[src/rtl/alu_seq_ctrl.sv]
// Bit-serial sequencer for a 1-bit ALU slice: snapshots two operands from a small
// register file, streams them LSB-first through the slice, then writes back and reports flags.
module alu_seq_ctrl #(
    parameter int WIDTH = 8,
    parameter int NREGS = 4,
    localparam int AW = $clog2(NREGS)
) (
    input  logic             clk,
    input  logic             rst,
    input  logic             cmd_valid,
    output logic             cmd_ready,
    input  logic [2:0]       cmd_op,
    input  logic [AW-1:0]    cmd_rd,
    input  logic [AW-1:0]    cmd_rs0,
    input  logic [AW-1:0]    cmd_rs1,
    input  logic             reg_we,
    input  logic [AW-1:0]    reg_waddr,
    input  logic [WIDTH-1:0] reg_wdata,
    input  logic [AW-1:0]    reg_raddr,
    output logic [WIDTH-1:0] reg_rdata,
    output logic [2:0]       alu_op,
    output logic             alu_a,
    output logic             alu_b,
    output logic             alu_cin,
    input  logic             alu_y,
    input  logic             alu_cout,
    output logic             done,
    output logic             err,
    output logic [WIDTH-1:0] res,
    output logic             flag_c,
    output logic             flag_z
);

    localparam int CW = $clog2(WIDTH);
    localparam logic [CW-1:0] CNT_LAST = CW'(WIDTH - 1);

    localparam logic [2:0] OP_ADD = 3'b010;
    localparam logic [2:0] OP_SUB = 3'b110;

    typedef enum logic [1:0] {
        IDLE = 2'b00,
        RUN  = 2'b01,
        WB   = 2'b10,
        ERR  = 2'b11
    } state_t;

    function automatic logic op_legal(input logic [2:0] op);
        case (op)
            3'b011, 3'b111: op_legal = 1'b0;
            default:        op_legal = 1'b1;
        endcase
    endfunction

    function automatic logic op_arith(input logic [2:0] op);
        case (op)
            OP_ADD, OP_SUB: op_arith = 1'b1;
            default:        op_arith = 1'b0;
        endcase
    endfunction

    state_t           state_r;
    state_t           state_nx_s;
    logic [2:0]       op_r;
    logic [AW-1:0]    rd_r;
    logic [WIDTH-1:0] a_sh_r;
    logic [WIDTH-1:0] b_sh_r;
    logic [WIDTH-1:0] res_sh_r;
    logic [WIDTH-1:0] res_nx_s;
    logic [CW-1:0]    cnt_r;
    logic             carry_r;
    logic             done_r;
    logic             err_r;
    logic [WIDTH-1:0] res_r;
    logic             flag_c_r;
    logic             flag_z_r;
    logic             run_s;
    logic [WIDTH-1:0] regs_r [NREGS];

    assign run_s     = (state_r == RUN);
    assign res_nx_s  = {alu_y, res_sh_r[WIDTH-1:1]};
    assign cmd_ready = (state_r == IDLE);
    assign reg_rdata = regs_r[reg_raddr];

    // Slice drive is gated so it idles at zero outside RUN
    assign alu_op  = run_s ? op_r : 3'b000;
    assign alu_a   = run_s & a_sh_r[0];
    assign alu_b   = run_s & b_sh_r[0];
    assign alu_cin = run_s & carry_r;

    assign done   = done_r;
    assign err    = err_r;
    assign res    = res_r;
    assign flag_c = flag_c_r;
    assign flag_z = flag_z_r;

    // State register
    always_ff @(posedge clk) begin
        if (rst) begin
            state_r <= IDLE;
        end else begin
            state_r <= state_nx_s;
        end
    end

    // Next-state decode
    always_comb begin
        state_nx_s = state_r;
        case (state_r)
            IDLE: begin
                if (cmd_valid) begin
                    state_nx_s = op_legal(cmd_op) ? RUN : ERR;
                end else begin
                    state_nx_s = IDLE;
                end
            end
            RUN: begin
                if (cnt_r == CNT_LAST) begin
                    state_nx_s = WB;
                end else begin
                    state_nx_s = RUN;
                end
            end
            WB:      state_nx_s = IDLE;
            ERR:     state_nx_s = IDLE;
            default: state_nx_s = IDLE;
        endcase
    end

    // Operand shifters, carry chain and completion outputs
    always_ff @(posedge clk) begin
        if (rst) begin
            op_r     <= 3'b000;
            rd_r     <= {AW{1'b0}};
            a_sh_r   <= {WIDTH{1'b0}};
            b_sh_r   <= {WIDTH{1'b0}};
            res_sh_r <= {WIDTH{1'b0}};
            cnt_r    <= {CW{1'b0}};
            carry_r  <= 1'b0;
            done_r   <= 1'b0;
            err_r    <= 1'b0;
            res_r    <= {WIDTH{1'b0}};
            flag_c_r <= 1'b0;
            flag_z_r <= 1'b0;
        end else begin
            done_r <= 1'b0;
            err_r  <= 1'b0;
            case (state_r)
                IDLE: begin
                    if (cmd_valid) begin
                        op_r    <= cmd_op;
                        rd_r    <= cmd_rd;
                        a_sh_r  <= regs_r[cmd_rs0];
                        b_sh_r  <= regs_r[cmd_rs1];
                        cnt_r   <= {CW{1'b0}};
                        carry_r <= (cmd_op == OP_SUB);
                        if (!op_legal(cmd_op)) begin
                            done_r   <= 1'b1;
                            err_r    <= 1'b1;
                            res_r    <= {WIDTH{1'b0}};
                            flag_c_r <= 1'b0;
                            flag_z_r <= 1'b0;
                        end
                    end
                end
                RUN: begin
                    res_sh_r <= res_nx_s;
                    carry_r  <= alu_cout;
                    a_sh_r   <= {1'b0, a_sh_r[WIDTH-1:1]};
                    b_sh_r   <= {1'b0, b_sh_r[WIDTH-1:1]};
                    cnt_r    <= cnt_r + CW'(1);
                    // Publish on the final edge so done and res are registered during WB
                    if (cnt_r == CNT_LAST) begin
                        done_r   <= 1'b1;
                        res_r    <= res_nx_s;
                        flag_z_r <= (res_nx_s == {WIDTH{1'b0}});
                        flag_c_r <= op_arith(op_r) & alu_cout;
                    end
                end
                default: begin
                end
            endcase
        end
    end

    // Register file: host writes only while idle, write-back at the end of WB; never reset
    always_ff @(posedge clk) begin
        if (!rst && (state_r == IDLE) && reg_we) begin
            regs_r[reg_waddr] <= reg_wdata;
        end else if (!rst && (state_r == WB)) begin
            regs_r[rd_r] <= res_r;
        end
    end

endmodule

[config.mk]
export PLATFORM = sky130hd
export DESIGN_NAME = alu_seq_ctrl
export DESIGN_NICKNAME = d
export VERILOG_FILES = /design/src/rtl/alu_seq_ctrl.sv
export SDC_FILE = /design/constraint.sdc
export NUM_CORES = 1
export LEC_CHECK = 0
export BUFFER_PORTS_ARGS = -buffer_cell sky130_fd_sc_hd__clkbuf_2
export CORE_MARGIN = 2
export CORE_UTILIZATION = 30
export CTS_CLUSTER_DIAMETER = 200
export DETAILED_ROUTE_END_ITERATION = 8
export GPL_ROUTABILITY_DRIVEN = 0
export SKIP_LAST_GASP = 1
export SLEW_MARGIN = 20
export SYNTH_ARGS = -nofsm -noshare
export SYNTH_HDL_FRONTEND = slang
export SYNTH_SLANG_ARGS = --single-unit
[constraint.sdc]
create_clock -name clk -period 2.9 [get_ports clk]
set_clock_uncertainty 0.2 [all_clocks]
set_input_delay 0.58 -clock clk [delete_from_list [all_inputs] [get_ports clk]]
set_output_delay 0.58 -clock clk [all_outputs]
set_load 0.005 [all_outputs]
==> impl_metrics.py <==
metrics = {
    "status": {
        "status": "complete, no violations",
    },
    "placed_design": {
        "numPortBuffers": 53,
        "dp.final_hpwl_mm": 5.89,
        "placedCellCount": 479,
    },
    "logic_synthesis": {
        "syn-cell-area_sq_um": 3620,
        "postSynthAreaPerCell_sq_um": 12.2,
        "synthFlopType": "dfxtp_1",
        "syn_nets": 327,
        "synth_edf_count": 32,
        "synth-seq-cells": 78,
        "ys_warn_count": 0,
        "async_flop_share_pct": 0,
        "seq_area_frac_synth_pct": 52.0,
        "ys_types": 38,
        "synth_cells": 298,
    },
    "clock_tree": {
        "cts_buffers": 9,
        "clk_pin_slew_ns": 0.06,
        "cts_setup_buffers": 0,
        "htree_num_levels": 3,
        "cts_hold_buf": 0,
        "cts_resized": 0,
        "insertion_delay_ns": 0.33,
        "cts_root_buf": "clkbuf_16",
        "cts_sinks": 78,
        "cts_tree": "built",
        "cts_buffer_depth": 2,
    },
    "detailed_routing": {
        "via_per_inst": 4.97,
        "wl_per_cell_microns": 16.7,
        "first_pass_iters": 5,
        "vias": 2461,
        "routed_wl_mm": 8.27,
        "drc": 0,
        "drt_iter0_drc": 149,
        "route.antenna.remaining_nets": 0,
    },
    "setup_path": {
        "end_kind": "primary output",
        "r2r_start": "state_r[1]$_SDFF_PP0_",
        "crit_path_top_delay_cell": "dfxtp_1",
        "rrSetupSlack_ns": 0.54,
        "crit_path_start_kind": "flop",
        "crit_required_ns": 2.12,
        "reg2reg_depth": 3,
        "path_class": "reg2out",
        "crit_chain": "nor2b_2 > and2_1 > clkbuf_2",
        "reg2reg_to": "regs_r[2][3]$_DFFE_PP_",
        "cp.arrival_ns": 1.63,
        "cp_max_fo": 11,
        "slowest_delay_ns": 0.58,
    },
    "finish": {
        "area_growth_pct": 17.9,
        "nNetsFinal": 372,
        "stdcell_count": 495,
        "drive_above_1_share_pct": 31.3,
        "mostFrequentLayoutCell": "clkbuf_2",
        "fillers": 1169,
        "layout_common_cells": "clkbuf_2, dfxtp_1, edfxtp_1",
        "antenna_cells": 0,
    },
    "sta": {
        "slew_headroom_pct": 67.0,
        "setup_viol": 0,
        "post-route-period-util_pct": 83.1,
        "finalHoldViolCount": 0,
        "maxSlewViolCount": 0,
        "fin_setup_tns_ns": 0,
        "period_needed_ns": 2.41,
        "tightest_slew_ns": 0.495,
        "grt_setup_unrepaired": "false",
        "fmax_mhz": 415,
    },
    "power_and_ir_drop": {
        "p_leak_nw": 1.58,
        "power_density_nw_per_um2": 585,
        "ir_worst_vdd_v": 0.000245,
    },
    "grt": {
        "overflow": 0,
        "grt_pass1_vias": 2476,
        "grt_pass1_wl_mm": 13.2,
        "antenna_found_initial": 0,
        "grt_usage_pct": 13.6,
        "grt_max_degree": 58,
    },
    "floorplanning": {
        "die_x_microns": 114,
        "core_area_sq_um": 11900,
        "die_height_microns": 114,
        "std_cell_rows": 40,
        "die-area_sq_um": 13000,
        "ios": 54,
        "start_util_pct": 30.4,
    },
    "hold_path": {
        "whs_path_depth": 2,
        "hold_class": "reg2reg",
        "hold_start": "op_r[2]$_SDFFE_PP0P_",
        "holdPathEnd": "op_r[2]$_SDFFE_PP0P_",
    },
    "run": {
        "drv_cap": 0,
    },
}
==> cell type report <==
cell class              instances  area, sq um  area share [%]
flip-flops and latches         78         1880            44.1
multi-input cells             182         1570            36.7
well taps                     147          184            4.31
clock inverters                 1         5.00           0.117
clock buffers                  15          278            6.51
repair buffers                 58          303            7.09
inverters                      14         52.6            1.23
==> cell families (layout without fill, tap and decap cells) <==
logic type / Yosys count / after routing / synth area share (%)
compound gates: 61 / 61 / 10.9
mux: 36 / 36 / 18.5
buf+inv: 38 / 88 / 4.90
simple gates: 83 / 83 / 13.0
fa+ha+maj: 2 / 2 / 0.691
flops: 78 / 78 / 52.0
==> state kept, by name (all words and copies together) (netlist names) <==
name and flops:
cnt_r 3, err 1, carry_r 1, rd_r 2
a_sh_r 8, b_sh_r 8, flag_z 1, regs_r 32
state_r 2, done 1, res 8, flag_c 1
op_r 3, res_sh_r 7
==> stage by stage <==
stage | utilization, % | area (sq um) | hold WS (ns) | total power [W] | setup slack (ns)
3_5_place_dp | 33.5 | 3990 | 0.246 | 0.00147 | 0.507
3_3_place_gp | 33.5 | 3990 | 0.241 | 0.00147 | 0.498
4_1_cts | 35.8 | 4270 | 0.253 | 0.00252 | 0.460
2_1_floorplan | - | 3620 | 0.232 | 0.00139 | 0.780
6_report | 35.8 | 4270 | 0.250 | 0.00250 | 0.490
5_1_grt | 35.8 | 4270 | 0.276 | 0.00259 | 0.362
==> report_power, final <==
group | total (W) | internal [W] | switching [W] | leakage (nW)
clock network | 0.00105 | 0.000649 | 0.000405 | 0.140
registers | 0.00121 | 0.00118 | 0.0000262 | 0.665
logic | 0.000235 | 0.000108 | 0.000127 | 0.778
==> worst max-delay path, delay by kind of cell (launching register included) <==
family,cells,cell delay (ns)
flip-flops,1,0.58
buffers and inverters,1,0.11
AND/OR/NAND/NOR,2,0.60
==> cell usage after synthesis, types with 4 or more instances <==
library cell,n,share of area (%)
dfxtp_1,46,25
edfxtp_1,32,27
nand2_1,28,2.9
mux4_2,24,15
a22oi_1,17,3.5
a21oi_1,15,2.1
inv_1,14,1.5
o22ai_1,14,2.4
clkbuf_1,11,1.1
nand2b_1,10,1.7
nor2_1,10,1.0
nand3b_1,9,1.9
o21ai_0,9,1.2
mux2_2,8,2.5
and2_1,7,1.2
buf_2,7,0.97
mux2i_1,4,1.1
==> worst max path at each step <==
stage                    to                   from  depth (start not counted)  slack (ns)
6_report              alu_a  state_r[0]$_SDFF_PP0_                          3        0.49
4_1_cts               alu_a  state_r[0]$_SDFF_PP0_                          3        0.46
2_1_floorplan  reg_rdata[0]           reg_raddr[0]                          2        0.78
5_1_grt               alu_a  state_r[0]$_SDFF_PP0_                          3        0.36
3_3_place_gp   reg_rdata[6]           reg_raddr[0]                          3        0.50
3_5_place_dp   reg_rdata[6]           reg_raddr[0]                          3        0.51
==> routing by layer <==
metal	up-vias	part of all wire [%]	GRT usage [%]
met5	-	0	0
met4	0	1.5	5.85
met3	10	4.5	2.76
met2	68	49	22.7
met1	1180	45	17.2
li1	1203	-	-
Note: power is estimated with default switching activity, not from simulation.
